--- config.mk ---
export PLATFORM = sky130hd
export DESIGN_NAME = mmu_bus_arbiter_flat
export DESIGN_NICKNAME = d
export VERILOG_FILES = /design/src/rtl/mmu_bus_arbiter.sv /design/src/flat_wrapper.sv
export VERILOG_INCLUDE_DIRS = /design/src /design/src/rtl
export SDC_FILE = /design/constraint.sdc
export NUM_CORES = 1
export LEC_CHECK = 0
export CORE_MARGIN = 2
export CORE_UTILIZATION = 41
export CTS_CLUSTER_DIAMETER = 120
export DETAILED_ROUTE_END_ITERATION = 8
export GPL_TIMING_DRIVEN = 0
export PLACE_DENSITY = 0.79
export RECOVER_POWER = 100
export SETUP_SLACK_MARGIN = 0.1
export SYNTH_ARGS = -nofsm -noshare
export SYNTH_HDL_FRONTEND = slang
export SYNTH_SLANG_ARGS = --single-unit
export TNS_END_PERCENT = 30
--- constraint.sdc ---
create_clock -name clk -period 1.9 [get_ports clk]
set_input_delay 0.19 -clock clk [delete_from_list [all_inputs] [get_ports clk]]
set_output_delay 0.19 -clock clk [all_outputs]
set_load 0.005 [all_outputs]
--- src/rtl/mmu_bus_arbiter_if.sv ---
// mmu_bus_arbiter_if: bus operation type and the grouped CPU, DMA and MMU signals of the arbiter.
// The slave modport is the arbiter's view; master is the requester/MMU side.
`ifndef MMU_BUS_ARBITER_IF_SV
`define MMU_BUS_ARBITER_IF_SV
package mmu_bus_pkg;
    typedef enum logic [1:0] {BUS_IDLE, BUS_READ, BUS_WRITE, BUS_FINISHED_OP} bus_op_t;
endpackage

interface mmu_bus_arbiter_if;
    import mmu_bus_pkg::*;
    bus_op_t     cpu_op;
    logic [15:0] cpu_addr;
    logic [7:0]  cpu_wdata;
    logic [7:0]  cpu_rdata;
    logic        cpu_done;
    bus_op_t     dma_op;
    logic [15:0] dma_addr;
    logic [7:0]  dma_wdata;
    logic [7:0]  dma_rdata;
    logic        dma_done;
    bus_op_t     mem_op;
    logic [15:0] mem_addr;
    logic [7:0]  mem_wdata;
    logic [7:0]  mem_rdata;
    bus_op_t     mem_status;
    logic        grant_cpu;
    logic        grant_dma;
    logic        timeout_err;
    modport slave (
        input  cpu_op, cpu_addr, cpu_wdata, dma_op, dma_addr, dma_wdata, mem_rdata, mem_status,
        output cpu_rdata, cpu_done, dma_rdata, dma_done, mem_op, mem_addr, mem_wdata,
               grant_cpu, grant_dma, timeout_err
    );
    modport master (
        output cpu_op, cpu_addr, cpu_wdata, dma_op, dma_addr, dma_wdata, mem_rdata, mem_status,
        input  cpu_rdata, cpu_done, dma_rdata, dma_done, mem_op, mem_addr, mem_wdata,
               grant_cpu, grant_dma, timeout_err
    );
endinterface
`endif

--- src/rtl/mmu_bus_arbiter.sv ---
// mmu_bus_arbiter: shares one MMU bus between CPU and DMA, with a per-transfer completion timeout.
// Define MMU_ARB_ROUND_ROBIN_EN for alternating tie-breaks; otherwise DMA has fixed priority.
`include "mmu_bus_arbiter_if.sv"
module mmu_bus_arbiter
    import mmu_bus_pkg::*;
#(
    parameter int unsigned TIMEOUT_CYCLES = 255
) (
    input logic clk,
    input logic reset,
    mmu_bus_arbiter_if.slave bus
);
    typedef enum logic [1:0] {ARB_IDLE, ARB_BUSY, ARB_RELEASE} arb_state_t;

    arb_state_t  r_state;
    bus_op_t     r_mem_op;
    logic [15:0] r_mem_addr;
    logic [7:0]  r_mem_wdata;
    logic [7:0]  r_cpu_rdata;
    logic [7:0]  r_dma_rdata;
    logic        r_cpu_done;
    logic        r_dma_done;
    logic        r_grant_cpu;
    logic        r_grant_dma;
    logic        r_timeout;
    logic [7:0]  r_wait;

    logic w_cpu_req;
    logic w_dma_req;
    logic w_pick_dma;
    logic w_finished;
    logic w_expire;

    assign w_cpu_req  = bus.cpu_op == BUS_READ || bus.cpu_op == BUS_WRITE;
    assign w_dma_req  = bus.dma_op == BUS_READ || bus.dma_op == BUS_WRITE;
    assign w_finished = bus.mem_status == BUS_FINISHED_OP;
    // the wait counter reaches TIMEOUT_CYCLES on the edge that would increment it from TIMEOUT_CYCLES-1
    assign w_expire   = r_wait == 8'(TIMEOUT_CYCLES - 1);

`ifdef MMU_ARB_ROUND_ROBIN_EN
    logic r_last_dma;
    assign w_pick_dma = w_dma_req && (!w_cpu_req || !r_last_dma);
    always_ff @(posedge clk)
        if (reset)
            r_last_dma <= 1'b0;
        else if (r_state == ARB_IDLE && (w_cpu_req || w_dma_req))
            r_last_dma <= w_pick_dma;
`else
    assign w_pick_dma = w_dma_req;
`endif

    always_ff @(posedge clk) begin
        if (reset) begin
            r_state     <= ARB_IDLE;
            r_mem_op    <= BUS_IDLE;
            r_mem_addr  <= 16'h0;
            r_mem_wdata <= 8'h0;
            r_cpu_rdata <= 8'h0;
            r_dma_rdata <= 8'h0;
            r_cpu_done  <= 1'b0;
            r_dma_done  <= 1'b0;
            r_grant_cpu <= 1'b0;
            r_grant_dma <= 1'b0;
            r_timeout   <= 1'b0;
            r_wait      <= 8'h0;
        end else begin
            r_cpu_done <= 1'b0;
            r_dma_done <= 1'b0;
            r_timeout  <= 1'b0;
            case (r_state)
                ARB_IDLE:
                    if (w_cpu_req || w_dma_req) begin
                        r_state     <= ARB_BUSY;
                        r_wait      <= 8'h0;
                        r_grant_dma <= w_pick_dma;
                        r_grant_cpu <= !w_pick_dma;
                        r_mem_op    <= w_pick_dma ? bus.dma_op : bus.cpu_op;
                        r_mem_addr  <= w_pick_dma ? bus.dma_addr : bus.cpu_addr;
                        r_mem_wdata <= w_pick_dma ? bus.dma_wdata : bus.cpu_wdata;
                    end
                ARB_BUSY:
                    if (w_finished || w_expire) begin
                        r_state     <= ARB_RELEASE;
                        r_mem_op    <= BUS_IDLE;
                        r_grant_cpu <= 1'b0;
                        r_grant_dma <= 1'b0;
                        r_cpu_done  <= r_grant_cpu;
                        r_dma_done  <= r_grant_dma;
                        r_timeout   <= !w_finished;
                        r_wait      <= r_wait + 8'd1;
                        if (r_grant_cpu)
                            r_cpu_rdata <= w_finished ? bus.mem_rdata : 8'hFF;
                        if (r_grant_dma)
                            r_dma_rdata <= w_finished ? bus.mem_rdata : 8'hFF;
                    end else begin
                        r_wait <= r_wait + 8'd1;
                    end
                default:
                    r_state <= ARB_IDLE;
            endcase
        end
    end

    assign bus.mem_op      = r_mem_op;
    assign bus.mem_addr    = r_mem_addr;
    assign bus.mem_wdata   = r_mem_wdata;
    assign bus.cpu_rdata   = r_cpu_rdata;
    assign bus.dma_rdata   = r_dma_rdata;
    assign bus.cpu_done    = r_cpu_done;
    assign bus.dma_done    = r_dma_done;
    assign bus.grant_cpu   = r_grant_cpu;
    assign bus.grant_dma   = r_grant_dma;
    assign bus.timeout_err = r_timeout;
endmodule

--- src/flat_wrapper.sv ---
// flat-port wrapper written by rule: the top's interface ports become plain ports
module mmu_bus_arbiter_flat import mmu_bus_pkg::*;
#(
    parameter int unsigned TIMEOUT_CYCLES = 255
)
  (clk, reset, bus_cpu_op, bus_cpu_addr, bus_cpu_wdata, bus_dma_op, bus_dma_addr, bus_dma_wdata, bus_mem_rdata, bus_mem_status, bus_cpu_rdata, bus_cpu_done, bus_dma_rdata, bus_dma_done, bus_mem_op, bus_mem_addr, bus_mem_wdata, bus_grant_cpu, bus_grant_dma, bus_timeout_err);
  mmu_bus_arbiter_if bus_i ();
  input logic clk;
  input logic reset;
  input wire logic [$bits(bus_i.cpu_op)-1:0] bus_cpu_op;
  input wire logic [$bits(bus_i.cpu_addr)-1:0] bus_cpu_addr;
  input wire logic [$bits(bus_i.cpu_wdata)-1:0] bus_cpu_wdata;
  input wire logic [$bits(bus_i.dma_op)-1:0] bus_dma_op;
  input wire logic [$bits(bus_i.dma_addr)-1:0] bus_dma_addr;
  input wire logic [$bits(bus_i.dma_wdata)-1:0] bus_dma_wdata;
  input wire logic [$bits(bus_i.mem_rdata)-1:0] bus_mem_rdata;
  input wire logic [$bits(bus_i.mem_status)-1:0] bus_mem_status;
  output wire logic [$bits(bus_i.cpu_rdata)-1:0] bus_cpu_rdata;
  output wire logic [$bits(bus_i.cpu_done)-1:0] bus_cpu_done;
  output wire logic [$bits(bus_i.dma_rdata)-1:0] bus_dma_rdata;
  output wire logic [$bits(bus_i.dma_done)-1:0] bus_dma_done;
  output wire logic [$bits(bus_i.mem_op)-1:0] bus_mem_op;
  output wire logic [$bits(bus_i.mem_addr)-1:0] bus_mem_addr;
  output wire logic [$bits(bus_i.mem_wdata)-1:0] bus_mem_wdata;
  output wire logic [$bits(bus_i.grant_cpu)-1:0] bus_grant_cpu;
  output wire logic [$bits(bus_i.grant_dma)-1:0] bus_grant_dma;
  output wire logic [$bits(bus_i.timeout_err)-1:0] bus_timeout_err;
  assign bus_i.cpu_op = bus_cpu_op;
  assign bus_i.cpu_addr = bus_cpu_addr;
  assign bus_i.cpu_wdata = bus_cpu_wdata;
  assign bus_i.dma_op = bus_dma_op;
  assign bus_i.dma_addr = bus_dma_addr;
  assign bus_i.dma_wdata = bus_dma_wdata;
  assign bus_i.mem_rdata = bus_mem_rdata;
  assign bus_i.mem_status = bus_mem_status;
  assign bus_cpu_rdata = bus_i.cpu_rdata;
  assign bus_cpu_done = bus_i.cpu_done;
  assign bus_dma_rdata = bus_i.dma_rdata;
  assign bus_dma_done = bus_i.dma_done;
  assign bus_mem_op = bus_i.mem_op;
  assign bus_mem_addr = bus_i.mem_addr;
  assign bus_mem_wdata = bus_i.mem_wdata;
  assign bus_grant_cpu = bus_i.grant_cpu;
  assign bus_grant_dma = bus_i.grant_dma;
  assign bus_timeout_err = bus_i.timeout_err;
  mmu_bus_arbiter #(.TIMEOUT_CYCLES(TIMEOUT_CYCLES)) u_core (.clk(clk), .reset(reset), .bus(bus_i));
endmodule
* Word level (Yosys, flattened, before mapping)
Cells that the tools add are included.
Storage, ports and cells: bits in registers 57
Cells by class: add/subtract/negate cells 1, eq/ne operators 9, muxes and demuxes 17, bitwise operators 2, reduce and logical (&&, ||, !) cells 15
Operators with widths (count):
- $mux W8 | 3
- $mux W16 | 1
- $pmux W8 S2 | 1
- $mux W2 | 5
- $reduce_and A3 Y1 | 3
- $add A8 B1 Y8 const B | 1
- $eq A8 B8 Y1 const B | 1
- $pmux W2 S2 | 2
- $eq A2 B1 Y1 const B | 3
- $eq A2 B2 Y1 const B | 3
- $reduce_and A2 Y1 | 3
- $logic_or A1 B1 Y1 | 4
- $ne A2 B1 Y1 const B | 2
- $pmux W1 S2 | 2
- $mux W1 | 3
- $reduce_or A3 Y1 | 1
- $logic_not A1 Y1 | 2
- $logic_not A2 Y1 | 1
- $not A1 Y1 | 2
- $reduce_bool A2 Y1 | 1

* Depth between registers and ports, before layout
depth after elaboration 5, mapped depth 6, depth with buffers taken out 6

* Worst setup path before layout
OpenSTA, ideal clock, no wires.
path kind register to register, from reg u_core.r_state[0], to reg u_core.r_dma_rdata[6] (netlist: u_core.bus.dma_rdata[6]), library setup time 0.073 ns, arrival 1.392 ns, required time 1.827 ns, setup slack 0.435 ns, stages on the path, launching flop included 5, path buffers 1, clock period less this slack 1.465 ns, cell sequence dfxtp_1 > nor2b_1 > buf_2 > nand4_1 > a21oi_1
On the way: cells in the longest elaborated chain, start to end 2
RTL lines:
- start: declaration | line mmu_bus_arbiter.sv:15 | arb_state_t r_state;
- start signal: assignment | line mmu_bus_arbiter.sv:54 | r_state <= ARB_IDLE;
- start signal: assignment | line mmu_bus_arbiter.sv:73 | r_state <= ARB_BUSY;
- start signal: assignment | line mmu_bus_arbiter.sv:83 | r_state <= ARB_RELEASE;
- $eq A2 B1 Y1 | line mmu_bus_arbiter.sv:70 | case (r_state)
- $reduce_and A3 Y1 (no source line)
- end signal: assignment | line mmu_bus_arbiter.sv:94 | r_dma_rdata <= w_finished ? bus.mem_rdata : 8'hFF;
- end: declaration | line mmu_bus_arbiter.sv:20 | logic [7:0] r_dma_rdata;
Every way passes these cells. A chain may end at the register's enable or synchronous reset.

* Final worst setup path
from in bus_dma_op[1], to reg u_core.r_mem_op[1] (netlist: u_core.bus.mem_op[1])
On the way: cells in the longest elaborated chain, start to end 5, elaborated cells between the ends (all ways) 9, those cells by class eq/ne: 3; mux: 3; reduce/logical: 3
RTL lines:
- start: declaration | line flat_wrapper.sv:13 | input wire logic [$bits(bus_i.dma_op)-1:0] bus_dma_op;
- $eq A2 B1 Y1 / $eq A2 B2 Y1 (equally long branches) | line mmu_bus_arbiter.sv:35 | assign w_dma_req = bus.dma_op == BUS_READ || bus.dma_op == BUS_WRITE;
- $logic_or A1 B1 Y1 | line mmu_bus_arbiter.sv:35
- $mux W2 / $logic_or A1 B1 Y1 (equally long branches) | line mmu_bus_arbiter.sv:77, mmu_bus_arbiter.sv:72
- $mux W2 / $ne A2 B1 Y1 (equally long branches)
- $pmux W2 S2 / $reduce_and A3 Y1 (equally long branches)
- end signal: assignment | line mmu_bus_arbiter.sv:77 | r_mem_op <= w_pick_dma ? bus.dma_op : bus.cpu_op;
- end: declaration | line mmu_bus_arbiter.sv:16 | bus_op_t r_mem_op;
Parallel ways exist; a longest one is shown, timed or not. The select of a mux whose other input is x is not followed.

==> flow_summary.ini <==
[placed_design]
place_area_mm2 = 0.00361
io_buffers = 110
dp_hpwl_um = 4900
pre_cts_ws_ns = -0.186
dp_cells = 449
gp_congestion = 0.793

[synth]
synth_top_area_share = 0.472
ys_ff_latch = 57
yosys_warnings = 0
yosysSeqAreaShare = 0.472
ys_top_cells_by_area = dfxtp_1, mux2i_1, a211oi_1
synth_cell_types = 36
netlist_area_mm2 = 0.00242
synth_top_cell_by_area = dfxtp_1
avgSynthCellArea_um2 = 9.06
synthCells = 267
synth_nets = 333

[grt]
grt_pass1_vias = 2317
grt_max_degree = 11
grt_antenna_before_repair = 0
grt_pass1_wl_um = 10100
grt_overflow = 0
grtUsageTotal = 0.204

[power_and_ir_drop]
vdd_drop_max_uv = 448
leakagePower_nw = 1.61
p_per_area_mw_per_mm2 = 795

[drt]
drc = 0
wl_um = 6380
highest_layer = met4
vias = 2391
wl_met2_um = 3200
wl_met1_um = 2610
via_per_inst = 5.14
met3_length_um = 474
firstDrtPassIters = 6
wl_per_cell_um = 13.7
drtIter0Drc = 92
antenna_left = 0

[timing]
fmax_mhz = 558
fin_skew_ns = 0.00714
rsz0062_at_grt = yes
worstMarginPinSlew_ns = 0.509
drv_slew = 0
setup_tns_ns = 0
slew_headroom = 0.660
hold_violations = 0
finalWorstSetupSlack_ns = 0.107
final.min_clock_period_ns = 1.79
period_share = 0.944
setup_viol = 0

[floorplanning]
initial_core_util = 0.432
core_mm2 = 0.00561
io_pins = 111
design.die.area_mm2 = 0.00653
rows = 27
die_w_um = 80.8
die_h_um = 80.8

[hold_path]
hp-class = reg2reg

[worst_setup_path]
crit_arrival_ns = 2.07
path_max_fanout = 10
cp.required_ns = 2.18
start_kind = primary input
crit_type = in2reg
critPathCaptureType = flip-flop

[layout]
nNetsFinal = 455
instances_no_fill = 465
finish.utilization = 0.674
final_cell_mix = clkdlybuf4s50_1, dfxtp_1, dlygate4sd3_1, nor2_1, a211oi_1
final_common_cell = clkdlybuf4s50_1
antennaDiodeCount = 0
area_delta_synth_final_pct = 56.2
stdcell_area_mm2 = 0.00378
layout-drive-gt1-share = 0.0662

[clock_network]
cts_tree = yes
cts_sinks = 57
cts_buffers = 9
hold_buffers = 0
clockBufferDepth = 2
path_clk_slew_ns = 0.06
htree_levels = 3
clock_latency_ns = 0.34
clk_root_buffer_cell = clkbuf_8

[run]
max_cap_viol_count = 0

[status]
status = completed
[metal layers]
layer,GRT usage,vias to the layer above
li1,-,1195
met1,0.230,1106
met2,0.349,80
met3,0.0778,10
met4,0.0763,0
met5,0,-
[cell type report]
type	instances	area, um^2
inverters	5	18.8
repair buffers	111	1110
well taps	72	90.1
clock buffers	12	145
clock inverters	3	17.5
plain buffers	16	88.8
multi-input cells	189	1170
fillers	496	1830
flip-flops and latches	57	1140
[kinds of logic after synthesis]
family,after synthesis,share of synthesized area
flops,57,0.472
fa+ha+maj,3,0.0145
buf+inv,21,0.0445
compound gates,66,0.185
mux,24,0.0993
xor+xnor,4,0.0222
simple gates,92,0.163
[stage by stage]
| step | hold slack (ns) | total power [W] |
|---|---|---|
| 2_1_floorplan | 0.339 | 0.00172 |
| 4_1_cts | 0.458 | 0.00307 |
| 3_3_place_gp | 0.441 | 0.00211 |
| 6_report | 0.451 | 0.00301 |
| 5_1_grt | 0.473 | 0.00318 |
| 3_5_place_dp | 0.450 | 0.00213 |
[worst paths after layout]
check | startpoint | end | slack, ns | cells after the start
max | bus_dma_op[1] | u_core.bus.mem_op[1]$_SDFFE_PP0P_ | 0.11 | 5
min | u_core.bus.cpu_rdata[6]$_SDFFE_PP0P_ | u_core.bus.cpu_rdata[6]$_SDFFE_PP0P_ | 0.45 | 2
max reg2reg | u_core.r_state[0]$_SDFFE_PP0P_ | u_core.bus.dma_rdata[6]$_SDFFE_PP0P_ | 0.19 | 5
min reg2reg | u_core.bus.cpu_rdata[6]$_SDFFE_PP0P_ | u_core.bus.cpu_rdata[6]$_SDFFE_PP0P_ | 0.45 | 2
[cell usage after synthesis, drive strengths merged]
cell type / instances
xnor2: 2
nor2: 46
a211oi: 26
o21bai: 1
a31oi: 3
a211o: 1
and4: 1
nand3: 4
o211ai: 2
buf: 8
inv: 5
dfxtp: 57
a31o: 2
a311oi: 2
or3: 2
nor2b: 3
nand2b: 1
and2: 1
and3: 2
a21oi: 21
clkbuf: 8
o22ai: 1
maj3: 1
o21a: 1
ha: 2
mux2i: 24
nor3: 4
xor2: 2
nand2: 23
o21ai: 5
nand4: 5
a2111oi: 1
[critical path: stages]
cell,delay [ns]
clkdlybuf4s50_1,0.54
xnor2_4,0.27
a211o_1,0.38
a2111oi_1,0.50
a31o_2,0.17
[registers in the layout, indices dropped and copies added (netlist names)]
name / count
u_core.bus.mem_op: 2
u_core.bus.dma_rdata: 8
u_core.bus.grant_dma: 1
u_core.bus.mem_wdata: 8
u_core.bus.grant_cpu: 1
u_core.r_state: 2
u_core.r_wait: 8
u_core.bus.cpu_rdata: 8
u_core.bus.timeout_err: 1
u_core.bus.mem_addr: 16
u_core.bus.cpu_done: 1
u_core.bus.dma_done: 1
[power breakdown]
part | internal (W) | switching, W
clock | 0.000497 | 0.000452
sequential | 0.00130 | 0.0000542
combinational | 0.000393 | 0.000313
total | 0.00219 | 0.000819
[repair_timing]
item,in CTS,in global routing
endpoints found under the setup margin,7,9
buffers inserted,0,1
gates cloned,0,0
pin swaps,0,1
resized for setup,1,0
(Power assumes the default switching activity.)
==> RTL edit (same flow settings) <==
Add a define of `MMU_ARB_ROUND_ROBIN_EN`.
--- a/src/rtl/mmu_bus_arbiter.sv
+++ b/src/rtl/mmu_bus_arbiter.sv
@@ -1,5 +1,7 @@
 // mmu_bus_arbiter: shares one MMU bus between CPU and DMA, with a per-transfer completion timeout.
 // Define MMU_ARB_ROUND_ROBIN_EN for alternating tie-breaks; otherwise DMA has fixed priority.
+`define MMU_ARB_ROUND_ROBIN_EN
+
 `include "mmu_bus_arbiter_if.sv"
 module mmu_bus_arbiter
     import mmu_bus_pkg::*;
Function: changed (a bounded check fails within 10 cycles, from zero or initial values and one cycle with reset high).
==> RTL edit against the unedited design <==
  * Synthesized area grew 2.1%
  * Worst setup slack better by 0.026 ns
  * Largest power group unchanged
  * Clock skew decreased by 0.0015 ns
  * Sequential cell count is 1 higher
  * Power up 6.2%
  * First-iteration DRC count rose by 3.3%
  * Sequential share of layout area grew 0.11 points
  * Final area up 1.4%
  * Routed wire length up 5.1%
  * Worst hold slack lost 0.12 ns
  * Non-clock buffer count up 1
  * Largest cell class unchanged
==> RTL edit: results <==
set metrics [dict create \
    cp.arrival_ns 2.04 \
    drtPass1Iterations 4 \
    ys_warn_count 0 \
    io_buffers 109 \
    relSlewSlack_pct 53.8 \
    gp_congestion 0.809 \
    status "finished clean" \
    diodes 0 \
    met1Wirelength_mm 2.96 \
    synth_area_leaders "dfxtp_1, mux2i_1, a21oi_1, o21ai_0, o221a_2" \
    ctsResizeCount 0 \
    slowest_delay_ns 0.38 \
    clkSlewWorstSetupHoldPaths_ns 0.06 \
    p_leak_nw 1.59 \
    hold_start "reset" \
    cp_slowest_cell "nor3b_4" \
    grt_pass1_vias 2243 \
    synthDistinctLibCells 41 \
    grtUsageMet3_pct 6.37 \
    synth_nets 312 \
    dp.final_hpwl_mm 5.05 \
    vdd_drop_max_uv 486 \
    clockRootBuffer "clkbuf_8" \
    grt.met2_usage_pct 32.7 \
    first_iter_violations 95 \
    hold_path_class "in2reg" \
    worstSkewPairLatency_ns 0.33 \
    grt_first_pass_wirelength_mm 10.4 \
    htree_levels 3 \
    drive_gt1_share_pct 10.8 \
    viasPerCell 5.27 \
    routed_wl_mm 6.71 \
    grt_usage_pct 20.6 \
    fin_skew_ns 0.00568 \
    ys_seq_area_share_pct 47.0 \
    wl_met3_um 432 \
    synth.top_cells.by_count "dfxtp_1, a21oi_1, o21ai_0" \
    r2r_slack_ns 0.13 \
    grt_max_degree 11 \
    met2_length_mm 3.20 \
    antenna_found_initial 0 \
    crit_start "u_core.r_wait[0]" \
    rr_startpoint "u_core.r_wait[0]" \
    cp_max_fo 8 \
    grt_util_met1_pct 26.0 \
    cts_buffers 9 \
    nets 433 \
    r2r_cells 7 \
    cts_max_path_buffers 2 \
]
RTL edit: cell types whose count changed in the layout (fill, tap and decap cells not counted), moves of 4 or more:
cell / before / now
o221a_2: 0 / 12
nand2_1: 23 / 12
o21ai_0: 5 / 29
nor2_1: 46 / 8
a21oi_1: 21 / 35
a211oi_1: 25 / 0
o221a_1: 0 / 4
RTL edit: layout make-up:
class	instances	area, um^2
tap	75	93.8
multi-input combinational	166	1150
buffer	18	123
clock buffer	12	145
clock inverter	3	40.0
timing repair buffer	110	1100
fill	516	2050
inverter	4	15.0
sequential	58	1160
RTL edit: worst paths after layout:
check,endpoint
max,u_core.bus.cpu_rdata[0]
min,u_core.r_wait[4]
max reg2reg,u_core.bus.cpu_rdata[0]
min reg2reg,u_core.r_last_dma
RTL edit: cells by family after synthesis:
kind of cell,share of synthesized area (%)
multiplexers,9.73
AND/OR/NAND/NOR,9.93
flip-flops,47.0
AO/OA/AOI/OAI,25.7
XOR/XNOR,1.01
buffers and inverters,5.62
adder cells (fa/ha/maj),1.01
RTL edit: power breakdown:
| group | internal [mW] | switching, mW | leakage (nW) | total (mW) |
|---|---|---|---|---|
| sequential | 1.32 | 0.0599 | 0.475 | 1.38 |
| combinational | 0.401 | 0.322 | 1.02 | 0.723 |
| clock | 0.630 | 0.458 | 0.0962 | 1.09 |
| total | 2.35 | 0.839 | 1.59 | 3.19 |
RTL edit: stage by stage:
stage,instance area (um^2),worst slack [ns],instances,hold slack (ns)
final,3830,0.133,446,0.328
after CTS,3840,0.150,445,0.312
after global routing,3830,0.0376,446,0.365
after detailed placement,3650,-0.139,430,0.489
after global placement,3650,-0.0811,430,0.485
after floorplan,2470,0.374,246,0.364
